**config.mk**
```make
export PLATFORM = sky130hd
export DESIGN_NAME = y86_mem_arbiter_flat
export DESIGN_NICKNAME = d
export VERILOG_FILES = /design/src/rtl/y86_mem_pkg.sv /design/src/rtl/y86_mem_arbiter_if.sv /design/src/rtl/y86_rr_arb2.sv /design/src/rtl/y86_mem_arbiter.sv /design/src/flat_wrapper.sv
export SDC_FILE = /design/constraint.sdc
export NUM_CORES = 1
export LEC_CHECK = 0
export BUFFER_PORTS_ARGS = -buffer_cell sky130_fd_sc_hd__buf_2
export CAP_MARGIN = 0
export CELL_PAD_IN_SITES_DETAIL_PLACEMENT = 0
export CELL_PAD_IN_SITES_GLOBAL_PLACEMENT = 1
export CORE_AREA = 2 2 160 115
export DETAILED_ROUTE_END_ITERATION = 8
export DIE_AREA = 0 0 162 117
export GPL_TIMING_DRIVEN = 0
export PLACE_DENSITY_LB_ADDON = 0.2
export SLEW_MARGIN = 0
export SYNTH_ARGS = -nofsm -noshare
export SYNTH_HDL_FRONTEND = slang
export SYNTH_SLANG_ARGS = --single-unit
export TNS_END_PERCENT = 30
```
**constraint.sdc**
```tcl
create_clock -name clk -period 1.8 [get_ports clk]
set_input_delay 0.36 -clock clk [delete_from_list [all_inputs] [get_ports clk]]
set_output_delay 0.36 -clock clk [all_outputs]
set_load 0.02 [all_outputs]
```
**src/rtl/y86_mem_pkg.sv**
```systemverilog
// Shared types and constants for the y86 memory arbiter: FSM states, grant encoding and
// the legal wait-state range.
package y86_mem_pkg;

   typedef enum logic [1:0] {
      IDLE,
      ACCESS,
      DONE
   } state_e;

   typedef enum logic {
      GNT_CPU,
      GNT_DBG
   } grant_e;

   localparam int unsigned MEM_LAT_MIN = 1;
   localparam int unsigned MEM_LAT_MAX = 15;

   // Out-of-range latencies are clamped so the 4-bit wait counter can never wrap.
   function automatic logic [3:0] mem_lat_load(int unsigned lat);
      if (lat < MEM_LAT_MIN) return 4'(MEM_LAT_MIN);
      if (lat > MEM_LAT_MAX) return 4'(MEM_LAT_MAX);
      return 4'(lat);
   endfunction

endpackage

```
**src/rtl/y86_mem_arbiter_if.sv**
```systemverilog
// Bus bundle between the two requesters (core, debug/loader), the arbiter and the memory macro.
// slave = arbiter side; master = requesters plus memory side.
interface y86_mem_arbiter_if #(
   parameter int unsigned AW = 32,
   parameter int unsigned DW = 32
);

   logic          cpu_req;
   logic          cpu_we;
   logic [AW-1:0] cpu_addr;
   logic [DW-1:0] cpu_wdata;
   logic [DW-1:0] cpu_rdata;
   logic          cpu_done;
   logic          cpu_stall;

   logic          dbg_req;
   logic          dbg_we;
   logic [AW-1:0] dbg_addr;
   logic [DW-1:0] dbg_wdata;
   logic [DW-1:0] dbg_rdata;
   logic          dbg_done;

   logic          mem_re;
   logic          mem_we;
   logic [AW-1:0] mem_addr;
   logic [DW-1:0] mem_wdata;
   logic [DW-1:0] mem_rdata;

   modport slave (
      input  cpu_req, cpu_we, cpu_addr, cpu_wdata,
      output cpu_rdata, cpu_done, cpu_stall,
      input  dbg_req, dbg_we, dbg_addr, dbg_wdata,
      output dbg_rdata, dbg_done,
      output mem_re, mem_we, mem_addr, mem_wdata,
      input  mem_rdata
   );

   modport master (
      output cpu_req, cpu_we, cpu_addr, cpu_wdata,
      input  cpu_rdata, cpu_done, cpu_stall,
      output dbg_req, dbg_we, dbg_addr, dbg_wdata,
      input  dbg_rdata, dbg_done,
      input  mem_re, mem_we, mem_addr, mem_wdata,
      output mem_rdata
   );

endinterface

```
**src/rtl/y86_rr_arb2.sv**
```systemverilog
// Combinational two-way round-robin pick: a lone requester wins, a tie goes to whoever
// was not granted last.
module y86_rr_arb2
   import y86_mem_pkg::*;
(
   input  logic   req_cpu,
   input  logic   req_dbg,
   input  grant_e last_grant,
   output grant_e grant,
   output logic   valid
);

   always_comb begin
      grant = GNT_CPU;
      if (req_cpu && req_dbg) begin
         if (last_grant == GNT_CPU) grant = GNT_DBG;
      end else if (req_dbg) begin
         grant = GNT_DBG;
      end
   end

   assign valid = req_cpu | req_dbg;

endmodule

```
**src/rtl/y86_mem_arbiter.sv**
```systemverilog
// Shares one single-ported memory between the y86 core and the debug/loader port:
// arbitration, wait-state counting, per-requester done pulse and core stall.
module y86_mem_arbiter
   import y86_mem_pkg::*;
#(
   parameter int unsigned AW      = 32,
   parameter int unsigned DW      = 32,
   parameter int unsigned MEM_LAT = 1
) (
   input logic             clk,
   input logic             rst,
   y86_mem_arbiter_if.slave bus
);

   localparam logic [3:0] LatLoad = mem_lat_load(MEM_LAT);

   state_e        state_q, state_d;
   logic [3:0]    cnt_q, cnt_d;
   logic          we_q, we_d;
   grant_e        gnt_q, gnt_d;
   grant_e        last_q, last_d;
   logic [AW-1:0] addr_q, addr_d;
   logic [DW-1:0] wdata_q, wdata_d;
   logic [DW-1:0] cpu_rdata_q, cpu_rdata_d;
   logic [DW-1:0] dbg_rdata_q, dbg_rdata_d;

   grant_e arb_grant;
   logic   arb_valid;
   logic   cpu_done;

   y86_rr_arb2 u_arb (
      .req_cpu    (bus.cpu_req),
      .req_dbg    (bus.dbg_req),
      .last_grant (last_q),
      .grant      (arb_grant),
      .valid      (arb_valid)
   );

   always_comb begin
      state_d     = state_q;
      cnt_d       = cnt_q;
      we_d        = we_q;
      gnt_d       = gnt_q;
      last_d      = last_q;
      addr_d      = addr_q;
      wdata_d     = wdata_q;
      cpu_rdata_d = cpu_rdata_q;
      dbg_rdata_d = dbg_rdata_q;

      case (state_q)
         IDLE: begin
            if (arb_valid) begin
               state_d = ACCESS;
               cnt_d   = LatLoad;
               gnt_d   = arb_grant;
               last_d  = arb_grant;
               if (arb_grant == GNT_CPU) begin
                  we_d    = bus.cpu_we;
                  addr_d  = bus.cpu_addr;
                  wdata_d = bus.cpu_wdata;
               end else begin
                  we_d    = bus.dbg_we;
                  addr_d  = bus.dbg_addr;
                  wdata_d = bus.dbg_wdata;
               end
            end
         end
         ACCESS: begin
            // mem_rdata is only valid in the final strobe cycle.
            if (cnt_q <= 4'd1) begin
               state_d = DONE;
               if (!we_q) begin
                  if (gnt_q == GNT_CPU) cpu_rdata_d = bus.mem_rdata;
                  else                  dbg_rdata_d = bus.mem_rdata;
               end
            end else begin
               cnt_d = cnt_q - 4'd1;
            end
         end
         DONE:    state_d = IDLE;
         default: state_d = IDLE;
      endcase
   end

   always_ff @(posedge clk) begin
      if (rst) begin
         state_q     <= IDLE;
         cnt_q       <= 4'd0;
         we_q        <= 1'b0;
         gnt_q       <= GNT_CPU;
         last_q      <= GNT_DBG;
         addr_q      <= '0;
         wdata_q     <= '0;
         cpu_rdata_q <= '0;
         dbg_rdata_q <= '0;
      end else begin
         state_q     <= state_d;
         cnt_q       <= cnt_d;
         we_q        <= we_d;
         gnt_q       <= gnt_d;
         last_q      <= last_d;
         addr_q      <= addr_d;
         wdata_q     <= wdata_d;
         cpu_rdata_q <= cpu_rdata_d;
         dbg_rdata_q <= dbg_rdata_d;
      end
   end

   assign cpu_done      = (state_q == DONE) && (gnt_q == GNT_CPU);
   assign bus.cpu_done  = cpu_done;
   assign bus.dbg_done  = (state_q == DONE) && (gnt_q == GNT_DBG);
   assign bus.cpu_stall = bus.cpu_req && !cpu_done;
   assign bus.cpu_rdata = cpu_rdata_q;
   assign bus.dbg_rdata = dbg_rdata_q;
   assign bus.mem_re    = (state_q == ACCESS) && !we_q;
   assign bus.mem_we    = (state_q == ACCESS) && we_q;
   assign bus.mem_addr  = addr_q;
   assign bus.mem_wdata = wdata_q;

endmodule

```
**src/flat_wrapper.sv**
```systemverilog
// flat-port wrapper written by rule: the top's interface ports become plain ports
module y86_mem_arbiter_flat import y86_mem_pkg::*;
#(
   parameter int unsigned AW      = 32,
   parameter int unsigned DW      = 32,
   parameter int unsigned MEM_LAT = 1
)
  (clk, rst, bus_cpu_req, bus_cpu_we, bus_cpu_addr, bus_cpu_wdata, bus_cpu_rdata, bus_cpu_done, bus_cpu_stall, bus_dbg_req, bus_dbg_we, bus_dbg_addr, bus_dbg_wdata, bus_dbg_rdata, bus_dbg_done, bus_mem_re, bus_mem_we, bus_mem_addr, bus_mem_wdata, bus_mem_rdata);
  y86_mem_arbiter_if #(.AW(AW), .DW(DW)) bus_i ();
  input logic clk;
  input logic rst;
  input wire logic [$bits(bus_i.cpu_req)-1:0] bus_cpu_req;
  input wire logic [$bits(bus_i.cpu_we)-1:0] bus_cpu_we;
  input wire logic [$bits(bus_i.cpu_addr)-1:0] bus_cpu_addr;
  input wire logic [$bits(bus_i.cpu_wdata)-1:0] bus_cpu_wdata;
  output wire logic [$bits(bus_i.cpu_rdata)-1:0] bus_cpu_rdata;
  output wire logic [$bits(bus_i.cpu_done)-1:0] bus_cpu_done;
  output wire logic [$bits(bus_i.cpu_stall)-1:0] bus_cpu_stall;
  input wire logic [$bits(bus_i.dbg_req)-1:0] bus_dbg_req;
  input wire logic [$bits(bus_i.dbg_we)-1:0] bus_dbg_we;
  input wire logic [$bits(bus_i.dbg_addr)-1:0] bus_dbg_addr;
  input wire logic [$bits(bus_i.dbg_wdata)-1:0] bus_dbg_wdata;
  output wire logic [$bits(bus_i.dbg_rdata)-1:0] bus_dbg_rdata;
  output wire logic [$bits(bus_i.dbg_done)-1:0] bus_dbg_done;
  output wire logic [$bits(bus_i.mem_re)-1:0] bus_mem_re;
  output wire logic [$bits(bus_i.mem_we)-1:0] bus_mem_we;
  output wire logic [$bits(bus_i.mem_addr)-1:0] bus_mem_addr;
  output wire logic [$bits(bus_i.mem_wdata)-1:0] bus_mem_wdata;
  input wire logic [$bits(bus_i.mem_rdata)-1:0] bus_mem_rdata;
  assign bus_i.cpu_req = bus_cpu_req;
  assign bus_i.cpu_we = bus_cpu_we;
  assign bus_i.cpu_addr = bus_cpu_addr;
  assign bus_i.cpu_wdata = bus_cpu_wdata;
  assign bus_cpu_rdata = bus_i.cpu_rdata;
  assign bus_cpu_done = bus_i.cpu_done;
  assign bus_cpu_stall = bus_i.cpu_stall;
  assign bus_i.dbg_req = bus_dbg_req;
  assign bus_i.dbg_we = bus_dbg_we;
  assign bus_i.dbg_addr = bus_dbg_addr;
  assign bus_i.dbg_wdata = bus_dbg_wdata;
  assign bus_dbg_rdata = bus_i.dbg_rdata;
  assign bus_dbg_done = bus_i.dbg_done;
  assign bus_mem_re = bus_i.mem_re;
  assign bus_mem_we = bus_i.mem_we;
  assign bus_mem_addr = bus_i.mem_addr;
  assign bus_mem_wdata = bus_i.mem_wdata;
  assign bus_i.mem_rdata = bus_mem_rdata;
  y86_mem_arbiter #(.AW(AW), .DW(DW), .MEM_LAT(MEM_LAT)) u_core (.clk(clk), .rst(rst), .bus(bus_i));
endmodule
```
==> results.cfg <==
[final_layout]
final_common_cell = buf_2
mostFrequentLayoutCells = 310 x buf_2, 194 x nand2_1, 137 x dfxtp_1
seqCellArea_sq_um = 2740
fin_cells = 1178
nNetsFinal = 1097
area_growth_pct = 46.4
diodes = 0
drive_gt1_share_pct = 39.5
multi_input_area_sq_um = 2350
fill_cells = 1852

[synthesis]
ys_ff_latch = 137
synth_nets = 780
synth_edf_count = 0
avgSynthCellArea_sq_um = 8.69
synth.distinct_cells = 37
netlist_area_sq_um = 5320
synthArstFlopShare_pct = 0
ys.flop_type = dfxtp_1
seq_area_frac_synth_pct = 51.6
synthCells = 612
ys_warn_count = 0

[floorplanning]
start_util_pct = 30.3
die_area_sq_um = 19000
ioPinCount = 299
core_sq_um = 17500
rows = 41
die_w_microns = 162
die_h_microns = 117

[detailed_routing]
drt_wl_total_microns = 16500
drc = 0
via_per_inst = 4.41
first_iter_violations = 246
routedWlPerCell_microns = 14.0
ant_nets = 0
dr.pass1.iters = 5
vias = 5198

[global_route]
grt_max_degree = 17
grt_first_pass_wirelength_microns = 24700
grt_usage_pct = 16.8
overflow = 0
antenna_found_initial = 0
grt_pass1_vias = 4777

[setup_path]
r2r-end = u_core.bus.dbg_rdata[22]
cp_max_fo = 5
arrival_ns = 1.39
crit_path_end_kind = primary output
r2r-start = u_core.cnt_q[0]
worstPathCellList = nor3b_2 > nor2b_1 > buf_2
rrSetupSlack_ns = 0.12
critical_path.endpoint = bus_cpu_stall
slowest_stage = dfxtp_1
cp_data_required_time_ns = 1.44
crit_type = flop to primary output
critPathLaunch = u_core.state_q[1]
crit_path_start_kind = flop
critPathMaxStageDelay_ns = 0.45
reg2regPathDepth = 8

[power_and_ir_drop]
peakVddDrop_mv = 0.506
p_sw_share_pct = 28.2
combPwrFrac_pct = 17.4
power.internal_uw = 6250
p_per_area_nw_per_um2 = 1120
p_leak_uw = 0.00364
clock_power_share_pct = 43.4
p_sw_uw = 2460
p_seq_share_pct = 39.2

[sta]
tightestPinTransition_ns = 0.563
skew_ns = 0.00550
maxSlewHeadroom_pct = 62.5
timing.final.crit_share_pct = 97.4
fin_crit_ns = 1.75
finalMaxSlewViolations = 0
fin_ws_ns = 0.0465
setup_violations = 0
grt_setup_unrepaired = yes
whs_ns = 0.186
hold_violations = 0
max_freq_mhz = 570

[hold_path]
hold_path_depth = 3
holdCritPathClass = primary input to flop

[cts]
htree_levels = 4
numCtsBuffers = 17
cts_root_buffer = clkbuf_16
clockBufferDepth = 2
clock_latency_ns = 0.42
path_clk_slew_ns = 0.06
hold_buffers = 0
cts.sinks = 137
cts_tree = built

[outcome]
status = completed

[placed_design]
post-place-ws_ns = -0.281
port-buffer-count = 298
dpl.hpwl_microns = 12700
dp_cells = 1146
gp_congestion = 0.732

[job]
maxCapViolCount = 0
## synthesized netlist by cell type (2+ instances only)
library cell | number | area (sq um)
nand2_1 | 194 | 728
dfxtp_1 | 137 | 2740
clkbuf_2 | 3 | 15.0
nor2_1 | 5 | 18.8
and3b_1 | 2 | 17.5
inv_1 | 2 | 7.51
xnor2_1 | 2 | 17.5
buf_4 | 7 | 52.6
clkbuf_1 | 14 | 52.6
buf_6 | 3 | 33.8
nor3_1 | 4 | 20.0
nand2b_1 | 2 | 12.5
mux2i_1 | 65 | 651
o21ai_1 | 14 | 70.1
nor2b_1 | 2 | 12.5
ha_1 | 2 | 25.0
o21ai_0 | 51 | 255
or2_2 | 2 | 12.5
a21oi_1 | 67 | 335
nor4bb_1 | 2 | 20.0
buf_2 | 16 | 80.1
## metrics by stage
stage / power [uW] / cell area [sq um] / util, % / TNS [ns]
after detailed placement: 4990 / 7100 / 40.5 / -10.53
after global placement: 4990 / 7100 / 40.5 / -10.50
after global routing: 9110 / 7790 / 44.4 / -0.0858
after CTS: 8810 / 7750 / 44.2 / -0.998
final: 8710 / 7790 / 44.4 / 0
after floorplan: 4360 / 5320 / - / 0
## flip-flops by register name, indices dropped and copies added, names as in the netlist
signal	flops
u_core.bus.dbg_rdata	32
u_core.cnt_q	4
u_core.last_q	1
u_core.bus.cpu_rdata	32
u_core.state_q	2
u_core.bus.mem_addr	32
u_core.bus.mem_wdata	32
u_core.we_q	1
u_core.gnt_q	1
## area by class of cell
type	instances	share of cell area, %
buffer	43	3.29
multi-input combinational	429	30.1
tap	236	3.79
clock inverter	13	2.49
timing repair buffer	299	19.3
sequential	137	35.2
inverter	2	0.0964
clock buffer	19	5.69
## metal layers
metal  GRT usage [%]  routed length [microns]
met2            26.0                     7420
met5               0                        0
met1            22.8                     7890
met3            4.76                      959
met4            5.31                      202
## critical path: cells and delay by family, from the launching register on
kind | cells | cell delay, ns
buffers and inverters | 1 | 0.16
DFF | 1 | 0.45
and+or+nand+nor | 2 | 0.37
## how the worst min path moves through the flow
| stage | slack [ns] | startpoint | to |
|---|---|---|---|
| after floorplan | 0.48 | u_core.we_q | u_core.we_q |
| after global placement | 0.43 | u_core.bus.mem_addr[3] | u_core.bus.mem_addr[3] |
| after detailed placement | 0.44 | u_core.bus.mem_addr[16] | u_core.bus.mem_addr[16] |
| after CTS | 0.17 | bus_mem_rdata[12] | u_core.bus.cpu_rdata[12] |
| after global routing | 0.18 | bus_mem_rdata[11] | u_core.bus.dbg_rdata[11] |
| final | 0.19 | bus_mem_rdata[7] | u_core.bus.cpu_rdata[7] |
## cell families (layout without fill, tap and decap cells)
logic type                 after synthesis  in the layout  share of synthesized area (%)
AOI/OAI and AO/OA                      138            138                           13.3
xor gates and xnor gates                 2              2                          0.329
adders and majority gates                2              2                          0.471
buffers and inverters                   46            376                           4.68
DFF                                    137            137                           51.6
muxes                                   65             65                           12.2
and+or+nand+nor                        222            222                           17.4
## what timing repair did
action                                  in CTS  in global routing
endpoints found under the setup margin      63                 63
setup buffers                                0                  1
gates resized for setup                      6                 14
## power groups by stage
stage / logic, uW / registers [uW] / clock network, uW
finish: 1520 / 3410 / 3780
global route: 1670 / 3440 / 4000
CTS: 1520 / 3410 / 3870
detailed placement: 1520 / 3470 / 0
global placement: 1520 / 3470 / 0
floorplan: 598 / 3760 / 0
Note: power is estimated with default switching activity, not from simulation.
